===== src/rtl/pr_dec_pkg.sv =====
// pr_dec_pkg -- shared definitions for the 3-to-8 priority-code decoder.
//   state_t      : FSM state encoding (S_IDLE / S_DRIVE / S_GAP)
//   HOLD_CYC_DEF : default number of cycles a decoded one-hot output is held
//   CNT_W        : width of the hold counter (covers HOLD_CYC up to 15)
//   OUT_W        : width of the one-hot output and the completion counter
//   onehot8()    : 3-bit code to 8-bit one-hot helper
package pr_dec_pkg;

  typedef enum logic [1:0] {
    S_IDLE  = 2'd0,
    S_DRIVE = 2'd1,
    S_GAP   = 2'd2
  } state_t;

  localparam int unsigned HOLD_CYC_DEF = 4;
  localparam int unsigned CNT_W        = 4;
  localparam int unsigned OUT_W        = 8;

  function automatic logic [OUT_W-1:0] onehot8(input logic [2:0] code);
    return OUT_W'(1) << code;
  endfunction

endpackage


===== src/rtl/pr_dec_if.sv =====
// pr_dec_if -- bus between a priority-encoder style sender and pr_dec.
//   Sender -> decoder : in0..in2 (code, in0 = LSB), idle, valid, clear
//   Decoder -> sender : ready, out (one-hot), done (pulse), count
// Handshake: a transfer happens on a rising clock edge where valid=1 and
// ready=1 (and clear=0). While ready=0 the sender holds valid and the code
// stable; valid seen while ready=0 has no effect.
interface pr_dec_if;
  import pr_dec_pkg::*;

  logic             in0;
  logic             in1;
  logic             in2;
  logic             idle;
  logic             valid;
  logic             clear;
  logic             ready;
  logic [OUT_W-1:0] out;
  logic             done;
  logic [OUT_W-1:0] count;

  modport master (
    output in0, in1, in2, idle, valid, clear,
    input  ready, out, done, count
  );

  modport slave (
    input  in0, in1, in2, idle, valid, clear,
    output ready, out, done, count
  );

endinterface


===== src/rtl/pr_hold_cnt.sv =====
// pr_hold_cnt -- down-counter that times how long a decoded output is held.
//   i_clk      : rising-edge clock
//   i_rst_n    : asynchronous active-low reset (counter -> 0)
//   i_clear    : synchronous clear (highest priority after reset)
//   i_load     : load i_load_val
//   i_load_val : value to load
//   i_dec      : decrement by one; saturates at zero
//   o_zero     : counter currently equals zero
module pr_hold_cnt
  import pr_dec_pkg::*;
(
  input  logic             i_clk,
  input  logic             i_rst_n,
  input  logic             i_clear,
  input  logic             i_load,
  input  logic [CNT_W-1:0] i_load_val,
  input  logic             i_dec,
  output logic             o_zero
);

  logic [CNT_W-1:0] r_cnt;

  always_ff @(posedge i_clk or negedge i_rst_n) begin
    if (!i_rst_n) begin
      r_cnt <= '0;
    end else if (i_clear) begin
      r_cnt <= '0;
    end else if (i_load) begin
      r_cnt <= i_load_val;
    end else if (i_dec && (r_cnt != '0)) begin
      r_cnt <= r_cnt - 1'b1;
    end
  end

  assign o_zero = (r_cnt == '0);

endmodule


===== src/rtl/pr_dec.sv =====
// pr_dec -- decodes a 3-bit priority code into a registered one-hot output
// held for HOLD_CYC cycles, followed by a one-cycle gap carrying a done
// pulse and a completion-count increment.
//   HOLD_CYC : cycles the one-hot output is held (1..15)
//   i_clk    : rising-edge clock
//   i_rst_n  : asynchronous active-low reset
//   bus      : pr_dec_if slave (code/idle/valid/clear in; ready/out/done/count out)
//   o_state  : current FSM state, for observation only
module pr_dec
  import pr_dec_pkg::*;
#(
  parameter int unsigned HOLD_CYC = HOLD_CYC_DEF
) (
  input  logic     i_clk,
  input  logic     i_rst_n,
  pr_dec_if.slave  bus,
  output state_t   o_state
);

  // Counter starts at HOLD_CYC-1 and S_DRIVE exits on zero, giving exactly
  // HOLD_CYC cycles in S_DRIVE.
  localparam logic [CNT_W-1:0] LP_LOAD = CNT_W'(HOLD_CYC - 1);

  state_t           r_state;
  state_t           w_next;
  logic [2:0]       r_code;
  logic [OUT_W-1:0] r_out;
  logic             r_done;
  logic [OUT_W-1:0] r_count;

  logic [2:0]       w_code;
  logic [2:0]       w_next_code;
  logic             w_ready;
  logic             w_accept;
  logic             w_cnt_zero;
  logic             w_cnt_dec;

  assign w_code  = {bus.in2, bus.in1, bus.in0};
  assign w_ready = (r_state == S_IDLE);
  // Clear wins over a simultaneous transfer; an idle transfer is consumed
  // without starting a transaction.
  assign w_accept    = bus.valid && w_ready && !bus.clear && !bus.idle;
  assign w_next_code = w_accept ? w_code : r_code;
  assign w_cnt_dec   = (r_state == S_DRIVE);

  pr_hold_cnt u_hold_cnt (
    .i_clk      (i_clk),
    .i_rst_n    (i_rst_n),
    .i_clear    (bus.clear),
    .i_load     (w_accept),
    .i_load_val (LP_LOAD),
    .i_dec      (w_cnt_dec),
    .o_zero     (w_cnt_zero)
  );

  always_ff @(posedge i_clk or negedge i_rst_n) begin
    if (!i_rst_n) begin
      r_state <= S_IDLE;
    end else begin
      r_state <= w_next;
    end
  end

  always_comb begin
    w_next = r_state;
    case (r_state)
      S_IDLE:  if (w_accept)   w_next = S_DRIVE;
      S_DRIVE: if (w_cnt_zero) w_next = S_GAP;
      S_GAP:                   w_next = S_IDLE;
      default:                 w_next = S_IDLE;
    endcase
    if (bus.clear) begin
      w_next = S_IDLE;
    end
  end

  // Outputs are computed from the next state so they line up with the
  // state they belong to while still coming straight out of flops.
  always_ff @(posedge i_clk or negedge i_rst_n) begin
    if (!i_rst_n) begin
      r_code  <= '0;
      r_out   <= '0;
      r_done  <= 1'b0;
      r_count <= '0;
    end else begin
      if (w_accept) begin
        r_code <= w_code;
      end
      r_out  <= (w_next == S_DRIVE) ? onehot8(w_next_code) : '0;
      r_done <= (w_next == S_GAP);
      if (w_next == S_GAP) begin
        r_count <= r_count + 1'b1;
      end
    end
  end

  assign bus.ready = w_ready;
  assign bus.out   = r_out;
  assign bus.done  = r_done;
  assign bus.count = r_count;
  assign o_state   = r_state;

endmodule

===== src/flat_wrapper.sv =====
// flat-port wrapper written by rule: the top's interface ports become plain ports
module pr_dec_flat import pr_dec_pkg::*;
#(
  parameter int unsigned HOLD_CYC = HOLD_CYC_DEF
)
  (i_clk, i_rst_n, o_state, bus_in0, bus_in1, bus_in2, bus_idle, bus_valid, bus_clear, bus_ready, bus_out, bus_done, bus_count);
  pr_dec_if bus_i ();
  input  logic i_clk;
  input  logic i_rst_n;
  output state_t o_state;
  input wire logic [$bits(bus_i.in0)-1:0] bus_in0;
  input wire logic [$bits(bus_i.in1)-1:0] bus_in1;
  input wire logic [$bits(bus_i.in2)-1:0] bus_in2;
  input wire logic [$bits(bus_i.idle)-1:0] bus_idle;
  input wire logic [$bits(bus_i.valid)-1:0] bus_valid;
  input wire logic [$bits(bus_i.clear)-1:0] bus_clear;
  output wire logic [$bits(bus_i.ready)-1:0] bus_ready;
  output wire logic [$bits(bus_i.out)-1:0] bus_out;
  output wire logic [$bits(bus_i.done)-1:0] bus_done;
  output wire logic [$bits(bus_i.count)-1:0] bus_count;
  assign bus_i.in0 = bus_in0;
  assign bus_i.in1 = bus_in1;
  assign bus_i.in2 = bus_in2;
  assign bus_i.idle = bus_idle;
  assign bus_i.valid = bus_valid;
  assign bus_i.clear = bus_clear;
  assign bus_ready = bus_i.ready;
  assign bus_out = bus_i.out;
  assign bus_done = bus_i.done;
  assign bus_count = bus_i.count;
  pr_dec #(.HOLD_CYC(HOLD_CYC)) u_core (.i_clk(i_clk), .i_rst_n(i_rst_n), .bus(bus_i), .o_state(o_state));
endmodule

===== config.mk =====
export PLATFORM = sky130hd
export DESIGN_NAME = pr_dec_flat
export DESIGN_NICKNAME = d
export VERILOG_FILES = /design/src/rtl/pr_dec_pkg.sv /design/src/rtl/pr_dec_if.sv /design/src/rtl/pr_hold_cnt.sv /design/src/rtl/pr_dec.sv /design/src/flat_wrapper.sv
export SDC_FILE = /design/constraint.sdc
export NUM_CORES = 1
export LEC_CHECK = 0
export CAP_MARGIN = 20
export CORE_ASPECT_RATIO = 1.5
export CORE_MARGIN = 2
export CORE_UTILIZATION = 44
export DETAILED_ROUTE_END_ITERATION = 10
export PLACE_DENSITY_LB_ADDON = 0.3
export SYNTH_ARGS = -nofsm -noshare
export SYNTH_HDL_FRONTEND = slang
export SYNTH_SLANG_ARGS = --single-unit

===== constraint.sdc =====
create_clock -name i_clk -period 1.8 [get_ports i_clk]
set_input_delay 0.36 -clock i_clk [delete_from_list [all_inputs] [get_ports i_clk]]
set_output_delay 0.36 -clock i_clk [all_outputs]
set_load 0.05 [all_outputs]

# Word level (Yosys, flattened, before mapping)
# Index checks and enable logic that the tools add are counted.
# Widths: inputs -> output; s select.
[classes]
n_addsub = 2
eq_ne = 3
shift = 1
mux = 9
reduce_logical = 10
[op_table]
columns = ["operator", "count"]
rows = [
  ["$mux 4", 3],
  ["$add 8x1->8 const B", 1],
  ["$mux 8", 1],
  ["$shl 1x3->8 const A", 1],
  ["$mux 2", 3],
  ["$eq 2x1->1 const B", 2],
  ["$logic_and 1x1->1", 4],
  ["$logic_not 4->1", 1],
  ["$pmux 2 s2", 1],
  ["$reduce_bool 4->1", 1],
  ["$sub 4x1->4 const B", 1],
  ["$mux 3", 1],
  ["$reduce_bool 3->1", 1],
  ["$eq 2x2->1 const B", 1],
  ["$logic_not 1->1", 2],
  ["$logic_not 2->1", 1],
]
[totals]
register_bits = 26

# Depth between registers and ports, before layout
[logic_depth]
ltp_word = 9
ltp_mapped = 6
mapped_depth_nobuf = 5

# Modules after synthesis
# From an unflattened synthesis, not the netlist that was laid out.
[unflattened]
hier_cells = 114
hier_area_um2 = 1277.5
[modules_own_cells]
columns = ["mod", "n_inst", "cells_each", "area_per_inst_um2"]
rows = [
  ["pr_dec", 1, 83, 984.7],
  ["pr_hold_cnt", 1, 31, 292.8],
]

# Worst setup path before layout
# OpenSTA, ideal clock, no wires.
[synth_path]
kind = "flip-flop to flip-flop"
start = "register u_core.r_state[0] (netlist: u_core.o_state[0])"
end = "register u_core.r_count[4] (netlist: u_core.bus.count[4])"
setup_ns = 0.141
arrival_time_ns = 1.671
setup_slack_ns = -0.012
path_stages_with_launch = 4
n_path_buf = 0
period_less_slack_ns = 1.812
cell_sequence = "dfrtp_1 -> nand2b_1 -> or4_4 -> xnor2_2"
[synth_via]
elab_chain_len = 8
word_cells_on_any_way = 10
cone_classes = "2 x eq/ne; 4 x mux; 4 x reduce/logical"
[synth_rtl]
columns = ["element", "line_no", "text"]
rows = [
  ["start, declared", "pr_dec.sv:24", "state_t r_state;"],
  ["start signal, assigned", "pr_dec.sv:60", "r_state <= w_next;"],
  ["$logic_not 2->1", "pr_dec.sv:39, pr_dec.sv:66", ""],
  ["$logic_and 1x1->1 (3 in a row)", "pr_dec.sv:42", "assign w_accept = bus.valid && w_ready && !bus.clear && !bus.idle;"],
  ["$mux 2", "pr_dec.sv:67", "S_IDLE: if (w_accept) w_next = S_DRIVE;"],
  ["$pmux 2 s2 (*)", "pr_dec.sv:66", "case (r_state)"],
  ["$mux 2 (*)", "pr_dec.sv:72", "if (bus.clear) begin"],
  ["$eq 2x2->1 (*)", "pr_dec.sv:91", "if (w_next == S_GAP) begin"],
  ["end signal, assigned", "pr_dec.sv:92", "r_count <= r_count + 1'b1;"],
  ["end, declared", "pr_dec.sv:29", "logic [OUT_W-1:0] r_count;"],
]
# Every way passes the cells marked *; elsewhere a longest branch is shown, timed or not.
# A chain may end at the register's enable or synchronous reset.

# Worst setup path after layout
[layout_path]
start = "register u_core.u_hold_cnt.r_cnt[1]"
end = "register u_core.u_hold_cnt.r_cnt[3]"
[layout_via]
elab_chain_len = 4
word_cells_on_any_way = 7
cone_classes = "1 x add/sub; 3 x mux; 3 x reduce/logical"
[layout_rtl]
columns = ["element", "line_no", "text"]
rows = [
  ["start, declared", "pr_hold_cnt.sv:21", "logic [CNT_W-1:0] r_cnt;"],
  ["start signal, assigned", "pr_hold_cnt.sv:29", "r_cnt <= i_load_val;"],
  ["start signal, assigned", "pr_hold_cnt.sv:31", "r_cnt <= r_cnt - 1'b1;"],
  ["$sub 4x1->4", "pr_hold_cnt.sv:31", ""],
  ["$mux 4", "pr_hold_cnt.sv:30", "end else if (i_dec && (r_cnt != '0)) begin"],
  ["$mux 4", "pr_hold_cnt.sv:28", "end else if (i_load) begin"],
  ["$mux 4", "pr_hold_cnt.sv:26", "end else if (i_clear) begin"],
]
# Several ways; a longest one is shown, not always the timed one. The select of a mux whose other input is x is not followed.

==> metrics.log <==
[metrics] First DRT Iteration DRCs: 41
[metrics] highest layer used for signal routing: met4
[metrics] Buffers on Ports: 27
[metrics] Residual DRC: 0
[metrics] number of clock sinks: 26
[metrics] run status: finished, final reports clean
[metrics] leftover overflow at the end of global routing: 0
[metrics] setup violation total in the final timing report: 0
[metrics] wl on met1: 1120 um
[metrics] via count of the routed design: 1,068
[metrics] total I/O pin count: 28
[metrics] number of slew-limit violations in the final report: 0
[metrics] final setup skew: 0.00576 ns
[metrics] category of the most critical setup path: reg2reg
[metrics] post-route ant nets: 0
[metrics] Placed Cells incl. Taps: 185
[metrics] async set-or-reset flop fraction in the synthesized netlist: 100%
[metrics] synthesis warning total: 0
[metrics] sum of negative setup slack: 0 ns
[metrics] syn_area_per_cell: 11.2 um^2
[metrics] first-pass GRT wire length: 4800 um
[metrics] maximum ir drop on the vdd rail: 0.859 mV
[metrics] clock latency reported for the late side of the worst-skew pair: 0.27 ns
[metrics] Slew Limit Headroom: 69.0%
[metrics] maximum number of buffers from clock root to sink: 2
[metrics] Total Nets Final: 167
[metrics] final clock period utilization by the worst path: 97.8%
[metrics] Achievable Freq: 0.568 GHz
[metrics] Die Y-Extent: 69.0 um
[metrics] Tightest Pin Transition: 0.464 ns
[metrics] clock period minus final worst setup slack: 1.76 ns
[metrics] synthesis-stage register bit count: 26
[metrics] proportion of synthesized chip area in sequential cells: 52.6%
[metrics] area grow syn2layout: 41.0%
[metrics] Layout fillers: 222
[metrics] horizontal die dimension: 47.3 um
[metrics] final std cell area, no fill: 1740 um^2
[metrics] Non-Filler Instances: 192
[metrics] count of endpoints failing hold in the final timing report: 0
[metrics] total power per unit cell area: 1030 nW/um^2
[metrics] total standard cell area after synthesis: 1240 um^2
[metrics] unrepaired setup endpoints after global routing: true
[metrics] average routed wire per standard cell: 15.6 um
[metrics] total routing resource utilization after global routing: 20.6%
[metrics] area of the core: 2680 um^2
[metrics] count of standard-cell rows: 23
[metrics] maxcap violations: 0
[metrics] vias in the first global route: 1,086
[metrics] Via density: 5.56
[metrics] largest net degree at the start of global routing: 27
[metrics] post-synthesis cell count: 110
[metrics] data arrival time of the worst path: 1.96 ns
[metrics] die area: 3260 um^2
[metrics] initial core utilization: 46.2%
[metrics] peak fanout along the critical path: 2
[metrics] Hold/Removal Path Class: in2async
[metrics] CTS H-Tree Depth: 1
[metrics] Distinct cells, synth: 32
[metrics] CTS tree: done
[metrics] CTS root buf: clkbuf_8
[metrics] Required @ worst endpoint: 2.00 ns
[metrics] count of flip-flops with a built-in enable after synthesis: 0
[metrics] Placement Cell Area: 1600 um^2
[metrics] routability-driven placement congestion ratio: 0.806
[metrics] final core utilization: 65.2%
[metrics] CTS Buf Count: 3
[metrics] Detail Route met2 WL: 1640 um
[metrics] DR pass1 iterations: 4
[metrics] final routed wirelength across all metal layers: 3000 um
[metrics] element type at the critical path start: flop
[metrics] antenna violations before repair: 0
[metrics] share of final-layout standard cells stronger than drive strength 1: 37.4%
[metrics] routed length on met3: 140 um
[metrics] ys flop type: dfrtp_1
[metrics] type of destination of the critical path: flop
[metrics] clock transition at the register clock pins on the worst setup and hold paths after CTS: 0.09 ns
[metrics] leakage power of the design: 0.843 nW
[metrics] DP HPWL: 2160 um
[metrics] Diodes inserted: 0
[metrics] synthesized net count: 121
==> cell usage after synthesis, drive strengths merged, types with 3 or more instances <==
master | count | share of area, %
o32ai | 4 | 2.8
inv | 6 | 1.8
xnor2 | 3 | 3.3
o22ai | 4 | 2.0
xor2 | 4 | 2.8
nor3 | 5 | 2.9
nand3 | 6 | 2.4
or4 | 5 | 3.6
or3 | 3 | 1.5
a21oi | 3 | 1.2
ha | 3 | 3.0
nand2 | 7 | 2.1
nand2b | 4 | 2.0
dfrtp | 26 | 53
o21ai | 6 | 2.4
==> flip-flops by register name (all words and copies together), names as in the netlist <==
register and cells:
u_core.o_state 2, u_core.bus.count 8, u_core.u_hold_cnt.r_cnt 4, u_core.bus.done 1, u_core.r_code 3, u_core.bus.out 8
==> worst max-delay path, stage by stage, from the launching register on <==
cell     delay [ns]
dfrtp_1        0.40
buf_4          0.14
buf_4          0.11
buf_4          0.12
or3_1          0.37
or4_4          0.43
a21oi_2        0.12
==> power breakdown <==
part	internal (mW)	total, mW	switching [mW]
registers	0.649	0.734	0.0849
clock network	0.297	0.476	0.179
logic	0.234	0.584	0.349
total	1.18	1.79	0.613
==> layer usage <==
metal  vias to the layer above  track usage, %
met5                         -               0
met4                         0            9.72
met3                        10            2.08
met2                        41            38.5
met1                       525            21.9
li1                        492               -
==> kinds of logic (layout without fill, tap and decap cells) <==
group	count (synthesis)	in the layout	synth area share (%)
XOR/XNOR	7	7	6.17
AO/OA/AOI/OAI	21	21	11.1
multiplexers	2	2	1.82
adder cells (fa/ha/maj)	3	3	3.03
flip-flops	26	26	52.6
AND/OR/NAND/NOR	43	43	22.4
buffers and inverters	8	53	2.83
==> stage by stage <==
step	power, mW	worst slack (ns)	hold slack, ns
final	1.79	0.0387	0.451
after global routing	1.88	-0.0206	0.479
after CTS	1.76	-0.0153	0.464
after detailed placement	1.28	-0.187	0.506
after global placement	1.26	-0.101	0.497
after floorplan	1.07	0.00151	0.0644
==> layout by cell type, fill, tap and decap left out, drive strengths merged <==
| master | Yosys | layout |
|---|---|---|
| nor3 | 5 | 5 |
| nor2 | 2 | 2 |
| ha | 3 | 3 |
| or4b | 1 | 1 |
| nand2 | 7 | 7 |
| or3b | 1 | 1 |
| or3 | 3 | 3 |
| o21ai | 6 | 6 |
| clkdlybuf4s50 | 0 | 7 |
| bufinv | 0 | 1 |
| or4 | 5 | 5 |
| nor3b | 2 | 2 |
| mux2 | 2 | 2 |
| a31o | 1 | 1 |
| dfrtp | 26 | 26 |
| o32ai | 4 | 4 |
| inv | 6 | 6 |
| a21oi | 3 | 3 |
| nand4b | 2 | 2 |
| nor4 | 1 | 1 |
| buf | 2 | 36 |
| a21o | 2 | 2 |
| nor2b | 2 | 2 |
| xnor2 | 3 | 3 |
| nand4 | 2 | 2 |
| xor2 | 4 | 4 |
| o22ai | 4 | 4 |
| a211o | 1 | 1 |
| clkbuf | 0 | 3 |
| nand2b | 4 | 4 |
| nand3 | 6 | 6 |
==> area by class of cell <==
class	instances	area, um^2	share of cell area (%)
inverters	6	22.5	1.29
clock inverters	1	30.0	1.72
flip-flops and latches	26	652	37.4
well taps	37	46.3	2.65
repair buffers	43	357	20.4
clock buffers	3	41.3	2.37
multi-input cells	76	596	34.1
==> timing repair <==
action / 4_1_cts / 5_1_grt
endpoints found under the hold margin: 0 / 0
setup endpoints to repair: 4 / 7
gates resized for setup: 1 / 10
pin swaps: 1 / 2
setup buffers: 1 / 2
hold buffers: 0 / 0
==> worst paths after layout <==
| check | slack [ns] | end | startpoint | cells past startpoint |
|---|---|---|---|---|
| min | 0.45 | u_core.bus.count[2] | i_rst_n | 2 |
| min reg2reg | 0.51 | u_core.bus.count[7] | u_core.bus.count[7] | 1 |
| max reg2reg | 0.04 | u_core.u_hold_cnt.r_cnt[3] | u_core.u_hold_cnt.r_cnt[1] | 6 |
| max | 0.04 | u_core.u_hold_cnt.r_cnt[3] | u_core.u_hold_cnt.r_cnt[1] | 6 |
| max in group asynchronous | 1.08 | u_core.o_state[0] | i_rst_n | 2 |
| min in group i_clk | 0.51 | u_core.bus.count[7] | u_core.bus.count[7] | 1 |
Note: power is estimated with default switching activity, not from simulation.
